$ cat src/rtl/prim_ram_ctrl_pkg.sv
// Shared types, constants and the byte-merge helper for the single-port RAM
// read-modify-write controller.
package prim_ram_ctrl_pkg;

  typedef enum logic [0:0] {
    IDLE   = 1'b0,
    RMW_RD = 1'b1
  } ctrl_state_e;

  localparam int unsigned RspDepth   = 2;
  localparam int unsigned MergeMaxW  = 256;
  localparam int unsigned MergeMaxMw = MergeMaxW / 8;

  // Per-byte select of new write data over the old RAM word; narrower callers zero-extend.
  function automatic logic [MergeMaxW-1:0] byte_merge(
    input logic [MergeMaxW-1:0]  wdata,
    input logic [MergeMaxW-1:0]  rdata,
    input logic [MergeMaxMw-1:0] mask
  );
    logic [MergeMaxW-1:0] merged;
    merged = rdata;
    for (int i = 0; i < int'(MergeMaxMw); i++) begin
      if (mask[i]) begin
        merged[8*i +: 8] = wdata[8*i +: 8];
      end else begin
        merged[8*i +: 8] = rdata[8*i +: 8];
      end
    end
    return merged;
  endfunction

endpackage

$ cat src/rtl/prim_ram_ctrl_rsp_fifo.sv
// Two-entry response FIFO; the head is always a register, so a push into an
// empty FIFO becomes visible on the following cycle.
module prim_ram_ctrl_rsp_fifo
  import prim_ram_ctrl_pkg::*;
#(
  parameter int unsigned Width = 32
) (
  input  logic             clk_i,
  input  logic             rst_i,
  input  logic             push_i,
  input  logic [Width-1:0] push_data_i,
  input  logic             pop_i,
  output logic             valid_o,
  output logic [Width-1:0] data_o,
  output logic [1:0]       count_o
);

  logic [Width-1:0] mem_r [RspDepth];
  logic             wr_ptr_r;
  logic             rd_ptr_r;
  logic [1:0]       count_r;
  logic             push_ok_s;
  logic             pop_ok_s;

  // When full, a push may only land in the slot being popped this cycle.
  assign pop_ok_s  = pop_i & (count_r != 2'd0);
  assign push_ok_s = push_i & ((count_r != 2'(RspDepth)) | pop_ok_s);

  // Storage, pointers and occupancy.
  always_ff @(posedge clk_i or posedge rst_i) begin
    if (rst_i) begin
      for (int i = 0; i < int'(RspDepth); i++) begin
        mem_r[i] <= {Width{1'b0}};
      end
      wr_ptr_r <= 1'b0;
      rd_ptr_r <= 1'b0;
      count_r  <= 2'd0;
    end else begin
      if (push_ok_s) begin
        mem_r[wr_ptr_r] <= push_data_i;
        wr_ptr_r        <= ~wr_ptr_r;
      end
      if (pop_ok_s) begin
        rd_ptr_r <= ~rd_ptr_r;
      end
      case ({push_ok_s, pop_ok_s})
        2'b10:   count_r <= count_r + 2'd1;
        2'b01:   count_r <= count_r - 2'd1;
        default: count_r <= count_r;
      endcase
    end
  end

  assign valid_o = (count_r != 2'd0);
  assign data_o  = mem_r[rd_ptr_r];
  assign count_o = count_r;

endmodule

$ cat src/rtl/prim_ram_1p_rmw_ctrl.sv
// Host request front-end for a single-port RAM: partial writes become read-modify-write,
// read data returns in order. Optional write acknowledgements under RAM_CTRL_WRITE_ACK_EN.
module prim_ram_1p_rmw_ctrl
  import prim_ram_ctrl_pkg::*;
#(
  parameter  int unsigned Width = 32,
  parameter  int unsigned Depth = 256,
  localparam int unsigned Aw    = $clog2(Depth),
  localparam int unsigned Mw    = Width / 8
) (
  input  logic             clk_i,
  input  logic             rst_i,
  input  logic             req_valid_i,
  output logic             req_ready_o,
  input  logic             req_write_i,
  input  logic [Aw-1:0]    req_addr_i,
  input  logic [Width-1:0] req_wdata_i,
  input  logic [Mw-1:0]    req_wmask_i,
  output logic             rsp_valid_o,
  input  logic             rsp_ready_i,
  output logic [Width-1:0] rsp_rdata_o,
  output logic             ram_req_o,
  output logic             ram_write_o,
  output logic [Aw-1:0]    ram_addr_o,
  output logic [Width-1:0] ram_wdata_o,
  input  logic [Width-1:0] ram_rdata_i
);

`ifdef RAM_CTRL_WRITE_ACK_EN
  localparam logic WriteAckEn = 1'b1;
`else
  localparam logic WriteAckEn = 1'b0;
`endif

  ctrl_state_e      state_r, state_s;
  logic             run_r;
  logic [Aw-1:0]    addr_r;
  logic [Width-1:0] wdata_r;
  logic [Mw-1:0]    mask_r;
  logic             inflight_r;
  logic             inflight_rd_r;
  logic             full_mask_s, zero_mask_s, partial_s, need_rsp_s;
  logic             credit_ok_s, accept_s, push_s, pop_s;
  logic [1:0]       count_s;
  logic [Width-1:0] merged_s, push_data_s;

  assign full_mask_s = (req_wmask_i == {Mw{1'b1}});
  assign zero_mask_s = (req_wmask_i == {Mw{1'b0}});
  assign partial_s   = req_write_i & ~full_mask_s & ~zero_mask_s;
  assign need_rsp_s  = ~req_write_i | WriteAckEn;
  assign pop_s       = rsp_valid_o & rsp_ready_i;
  // A slot freed by this cycle's pop is usable, which keeps streaming reads bubble-free.
  assign credit_ok_s = (3'(count_s) + 3'(inflight_r) + 3'(need_rsp_s)) <= (3'(RspDepth) + 3'(pop_s));
  assign accept_s    = req_valid_i & req_ready_o;
  assign merged_s    = Width'(byte_merge(MergeMaxW'(wdata_r), MergeMaxW'(ram_rdata_i), MergeMaxMw'(mask_r)));
  assign push_s      = inflight_r | ((state_r == RMW_RD) & WriteAckEn);
  assign push_data_s = inflight_rd_r ? ram_rdata_i : {Width{1'b0}};

  // Next state, request acceptance and the RAM command for this cycle.
  always_comb begin
    state_s     = state_r;
    req_ready_o = 1'b0;
    ram_req_o   = 1'b0;
    ram_write_o = 1'b0;
    ram_addr_o  = {Aw{1'b0}};
    ram_wdata_o = {Width{1'b0}};
    case (state_r)
      IDLE: begin
        req_ready_o = run_r & credit_ok_s;
        if (req_valid_i && run_r && credit_ok_s) begin
          if (!req_write_i || partial_s) begin
            ram_req_o  = 1'b1;
            ram_addr_o = req_addr_i;
            state_s    = partial_s ? RMW_RD : IDLE;
          end else if (full_mask_s) begin
            ram_req_o   = 1'b1;
            ram_write_o = 1'b1;
            ram_addr_o  = req_addr_i;
            ram_wdata_o = req_wdata_i;
          end else begin
            state_s = IDLE;
          end
        end else begin
          state_s = IDLE;
        end
      end
      RMW_RD: begin
        ram_req_o   = 1'b1;
        ram_write_o = 1'b1;
        ram_addr_o  = addr_r;
        ram_wdata_o = merged_s;
        state_s     = IDLE;
      end
      default: begin
        state_s = IDLE;
      end
    endcase
  end

  // State, merge context and the reserved response slot.
  always_ff @(posedge clk_i or posedge rst_i) begin
    if (rst_i) begin
      state_r       <= IDLE;
      run_r         <= 1'b0;
      addr_r        <= {Aw{1'b0}};
      wdata_r       <= {Width{1'b0}};
      mask_r        <= {Mw{1'b0}};
      inflight_r    <= 1'b0;
      inflight_rd_r <= 1'b0;
    end else begin
      run_r         <= 1'b1;
      state_r       <= state_s;
      inflight_r    <= accept_s & need_rsp_s & ~partial_s;
      inflight_rd_r <= accept_s & ~req_write_i;
      if (accept_s && partial_s) begin
        addr_r  <= req_addr_i;
        wdata_r <= req_wdata_i;
        mask_r  <= req_wmask_i;
      end
    end
  end

  prim_ram_ctrl_rsp_fifo #(
    .Width(Width)
  ) u_rsp_fifo (
    .clk_i      (clk_i),
    .rst_i      (rst_i),
    .push_i     (push_s),
    .push_data_i(push_data_s),
    .pop_i      (pop_s),
    .valid_o    (rsp_valid_o),
    .data_o     (rsp_rdata_o),
    .count_o    (count_s)
  );

endmodule
$ cat config.mk
export PLATFORM = sky130hd
export DESIGN_NAME = prim_ram_1p_rmw_ctrl
export DESIGN_NICKNAME = d
export VERILOG_FILES = /design/src/rtl/prim_ram_ctrl_pkg.sv /design/src/rtl/prim_ram_ctrl_rsp_fifo.sv /design/src/rtl/prim_ram_1p_rmw_ctrl.sv
export SDC_FILE = /design/constraint.sdc
export NUM_CORES = 1
export LEC_CHECK = 0
export CAP_MARGIN = 40
export CORE_ASPECT_RATIO = 1.4
export CORE_MARGIN = 4
export CORE_UTILIZATION = 54
export CTS_CLUSTER_DIAMETER = 50
export CTS_CLUSTER_SIZE = 28
export DETAILED_ROUTE_END_ITERATION = 6
export PLACE_DENSITY = 0.95
export SYNTH_ARGS = -nofsm -noshare
export SYNTH_HDL_FRONTEND = slang
export SYNTH_HIERARCHICAL = 1
export SYNTH_SLANG_ARGS = --single-unit
export TNS_END_PERCENT = 30
$ cat constraint.sdc
create_clock -name clk_i -period 5.3 [get_ports clk_i]
set_input_delay 1.06 -clock clk_i [delete_from_list [all_inputs] [get_ports clk_i]]
set_output_delay 1.06 -clock clk_i [all_outputs]
set_load 0.01 [all_outputs]
== Word-level counts from Yosys, hierarchy flattened ==
Index checks and enable logic that the tools add are counted.
Storage, ports and cells
  register bits after elaboration: 116
  bits of input ports: 81
  output and inout bits: 76
  logic and storage cells: 85
Operators by class
  add/subtract/negate cells: 5
  order comparisons: 4
  equal/unequal tests: 4
  muxes and demuxes: 32
  bitwise gates (word level): 19
  reduce and logical (&&, ||, !) cells: 9
Operator list (count)
  2-to-1 mux 32 bit: 8
  bitwise mux 64 bit: 1
  one-hot mux 32 bit (2 select lines): 1
  2-to-1 mux 8 bit: 7
  demux 32 bit (select 1 bit): 1
  one-hot mux 8 bit (2 select lines): 1
  AND 1 bit: 9
  2-to-1 mux 1 bit: 9
  inverter 1 bit: 7
  one-hot mux 1 bit (2 select lines): 3
  equality test 4 bit, second input constant: 1
  greater-or-equal comparator 2 bit, second input constant: 2
  logical AND 1 bit: 4
  zero test 4 bit: 1
  inverter 1 -> 2 bit: 2
  one-hot mux 2 bit (2 select lines): 1
  nonzero test 2 bit: 2
  adder 2 x 1 -> 3 bit: 1
  adder 2 x 1 -> 3 bit, first input constant: 1
  adder 3 x 1 -> 3 bit: 1
  <= comparator 3 bit: 1
  adder 2 x 1 -> 2 bit, second input constant: 1
  equality test 2 x 1 -> 1 bit, second input constant: 1
  equality test 2 bit, second input constant: 1
  6 further kinds: 6

== Longest topological paths before layout ==
  word-level depth: 9
  gate-level depth with buffers: 9
  gate-level depth less buffers: 8

== Modules after synthesis ==
Netlist, hierarchy kept.
By module, submodules not included
  prim_ram_1p_rmw_ctrl: instances 1, cells each 323, area an instance 3300.7 um^2, sequential area each 1201.2 um^2
  prim_ram_ctrl_rsp_fifo: instances 1, cells each 189, area an instance 3049.2 um^2, sequential area each 1701.6 um^2

== Worst setup path before layout ==
No wires, ideal clock.
  path kind: input -> output
  start point: input port req_write_i
  end point: output port ram_write_o
  data arrival time: 2.765 ns
  required time: 4.240 ns
  slack: 1.475 ns
  cell stages on the path: 6
  buffers on the path: 1
  cells stage by stage: fa_1 -> ha_1 -> nor3b_4 -> nor4b_4 -> buf_2 -> or2_2
Between the ends
  longest elaborated chain between the ends: 6
  elaborated cells on any way between the ends: 11
  those cells by class: 1 x add/sub; 1 x order compare; 3 x mux; 3 x bitwise; 3 x reduce/logical
Ends and longest elaborated chain
  from (decl): RTL line prim_ram_1p_rmw_ctrl.sv:15  | input logic req_write_i,
  inverter 1 bit / AND 1 bit (equally long branches): RTL line prim_ram_1p_rmw_ctrl.sv:50, prim_ram_1p_rmw_ctrl.sv:49
  adder 3 x 1 -> 3 bit / AND 1 bit (equally long branches): RTL line prim_ram_1p_rmw_ctrl.sv:53, prim_ram_1p_rmw_ctrl.sv:49
  <= comparator 3 bit / logical OR 1 bit (equally long branches): RTL line prim_ram_1p_rmw_ctrl.sv:53, prim_ram_1p_rmw_ctrl.sv:71
  logical AND 1 bit / 2-to-1 mux 1 bit (equally long branches): RTL line prim_ram_1p_rmw_ctrl.sv:70, prim_ram_1p_rmw_ctrl.sv:71
  2-to-1 mux 1 bit *: RTL line prim_ram_1p_rmw_ctrl.sv:70  | if (req_valid_i && run_r && credit_ok_s) begin
  one-hot mux 1 bit (2 select lines) *: RTL line prim_ram_1p_rmw_ctrl.sv:67  | case (state_r)
  to (decl): RTL line prim_ram_1p_rmw_ctrl.sv:23  | output logic ram_write_o,
Mark *: on every way between the ends. The rest lies on a longest branch, timed or not.

== Final worst setup path ==
  start point: input port req_write_i
  end point: output port ram_wdata_o[26]
Between the ends
  longest elaborated chain between the ends: 6
  elaborated cells on any way between the ends: 11
  those cells by class: 1 x add/sub; 1 x order compare; 3 x mux; 3 x bitwise; 3 x reduce/logical
Ends and longest elaborated chain
  inverter 1 bit / AND 1 bit (equally long branches): RTL line prim_ram_1p_rmw_ctrl.sv:50, prim_ram_1p_rmw_ctrl.sv:49
  adder 3 x 1 -> 3 bit / AND 1 bit (equally long branches): RTL line prim_ram_1p_rmw_ctrl.sv:53, prim_ram_1p_rmw_ctrl.sv:49
  <= comparator 3 bit / logical OR 1 bit (equally long branches): RTL line prim_ram_1p_rmw_ctrl.sv:53, prim_ram_1p_rmw_ctrl.sv:71
  logical AND 1 bit / 2-to-1 mux 32 bit (equally long branches): RTL line prim_ram_1p_rmw_ctrl.sv:70, prim_ram_1p_rmw_ctrl.sv:71
  2-to-1 mux 32 bit *: RTL line prim_ram_1p_rmw_ctrl.sv:70
  one-hot mux 32 bit (2 select lines) *: RTL line prim_ram_1p_rmw_ctrl.sv:67
  to (decl): RTL line prim_ram_1p_rmw_ctrl.sv:25  | output logic [Width-1:0] ram_wdata_o,
Marked as above.

==> out/metrics.cfg <==
[outcome]
status = completed

[synthesis]
synth.area.top_cells = dfrtp_1 (46%), mux2_2 (21%), mux2_4 (12%)
synth_seq_cells = 116
yosysSeqAreaShare = 0.4571
yosysMostFrequentCell = mux2_2
yosysTopAreaCellShare = 0.4571
synth_commonest_cells = mux2_2 (121), dfrtp_1 (116), nand2_1 (81)
syn-cell-area_mm2 = 0.006350
syn-mean-instance-area_um2 = 12.40
synth_cells = 512
yosysTopAreaCell = dfrtp_1
synth-edff-count = 0
synth_cell_types = 31
syn_nets = 597
ys.warnings.count = 6
async_reset_ff_frac = 1.000
ys.flop_type = dfrtp_1

[critical_path]
critPathKind = in -> out
arrival_ps = 4030
cp_max_fo = 16
cp.required_ps = 4240
start_kind = primary input
cp-end-kind = output port

[sta]
finalHoldViolCount = 0
final-setup-viol-count = 0
rsz0062_at_grt = false
worstMarginPinSlew_ps = 965.1
slew_headroom = 0.3566
finalClockSkew_ps = 7.415
finalWorstSetupSlack_ps = 211.6
layout_min_cycle_time_ps = 5088
fin_hold_ws_ps = 500.6
finalMaxSlewViolations = 0
period_share = 0.9601
final.setup.tns_ps = 0
timing.fmax_ghz = 0.1965

[clock_network]
clock-sinks = 116
cts-buffers-inserted = 17
clkSlewWorstSetupHoldPaths_ps = 50
htreeDepth = 4
clock_latency_ps = 410
hold_buffers = 0
root_buffer = clkbuf_16
post_cts_buffers = 0
cts_resized = 0
clockBufferDepth = 2
cts_tree = yes

[detailed_routing]
drc = 0
first_pass_iters = 4
routed_wl_um = 17220
ant_nets = 0
vias = 4646
wl_per_cell_um = 20.97
viasPerCell = 5.659
drt_iter0_drc = 268

[grt]
gr-total-overflow = 0
grtUsageTotal = 0.2581
grt_pass1_vias = 5139
antenna_found_initial = 0
grt_pass1_wl_um = 26920
grt_max_degree = 69

[final_layout]
final-seq-area_mm2 = 0.002904
n_fill_cell = 689
layout-drive-gt1-share = 0.3397
nNetsFinal = 750
multi_input_area_mm2 = 0.003183
antennaDiodeCount = 0
final_util = 0.7549
syn_to_final_growth_pct = 35.49

[floorplan]
ios = 157
die_area_mm2 = 0.01358
core_mm2 = 0.01140
fp.dieW_um = 99.65
num_rows = 46
start_util = 0.5572
dieHeight_um = 136.3

[flow_run]
max_cap_violations = 0

[min_path]
hold_path.class = reg -> reg

[placement]
io_buffers = 156
pre_cts_slack_ps = 367.5
place.gp.congestion = 0.8309
dpl.hpwl_um = 11670

[power_and_ir_drop]
power_density_mw_per_mm2 = 484.6
vdd_drop_max_mv = 0.3128
leakage_uw = 0.003883

## sequential cells by signal (all words and copies together) (netlist names), 2 cells and up
register	count
mask_r	4
wdata_r	32
addr_r	8
u_rsp_fifo/mem_r	64
u_rsp_fifo/count_o	2
## layout make-up
class / count / area share
Tap cell: 144 / 0.02094
Sequential cell: 116 / 0.3376
Inverter: 6 / 0.002618
Timing Repair Buffer: 167 / 0.1958
Clock inverter: 11 / 0.02123
Multi-Input combinational cell: 357 / 0.3700
Clock buffer: 20 / 0.05192
## cell usage in the layout (no fill, tap or decap), types with 4 or more instances in the layout
master	n
and2_1	34
buf_4	8
bufinv_16	5
clkbuf_16	17
clkdlybuf4s50_1	156
clkinv_2	5
dfrtp_1	115
inv_1	4
mux2_2	121
mux2_4	51
nand2_1	81
o21ai_0	11
o21ai_1	29
## cell families (layout without fill, tap and decap cells)
family	count (synthesis)	in the layout	synth area share
adder cells (fa/ha/maj)	4	4	0.009065
XOR/XNOR	5	5	0.006898
flip-flops	116	116	0.4571
buffers and inverters	39	204	0.04158
AND/OR/NAND/NOR	134	134	0.1161
AO/OA/AOI/OAI	41	41	0.03350
other	1	1	0.0005906
multiplexers	172	172	0.3352
## per-stage QoR
step / power [µW] / area (µm²) / instances
global route: 4345 / 8603 / 821
floorplan: 2387 / 6350 / 512
CTS: 4184 / 8603 / 821
global placement: 2814 / 7911 / 787
detailed placement: 2913 / 7974 / 790
finish: 4169 / 8603 / 821
## worst paths after layout
kind,from,to,slack (ps),cells after the start
max,req_write_i,ram_wdata_o[26],210,10
min,wdata_r[0],wdata_r[0],500,1
max reg2reg,u_rsp_fifo/count_o[0],mask_r[2],2230,8
min reg2reg,wdata_r[0],wdata_r[0],500,1
max in group asynchronous,rst_i,u_rsp_fifo/mem_r[41],3450,3
min in group asynchronous,rst_i,wdata_r[28],1210,3
## routing by layer
layer,global-route usage,share of wire,up-vias,wire length (µm)
li1,-,-,2069,-
met1,0.2825,0.37,2356,6319
met2,0.4623,0.55,171,9522
met3,0.05647,0.039,50,667
met4,0.1374,0.041,0,709
met5,0,0,-,0
## report_power, final
group,internal [µW],switching [µW]
combinational,920,534
sequential,1190,292
clock,838,391
total,2950,1220
## worst max-delay path: stages
cell and delay [ps]:
clkdlybuf4s50_1 460, fa_1 440, inv_1 70, ha_1 230
nor3b_4 190, nor4b_4 350, buf_4 300, nand2_1 120
o21ai_1 220, clkdlybuf4s50_1 590
No activity file was read; power rests on OpenSTA's default activity.
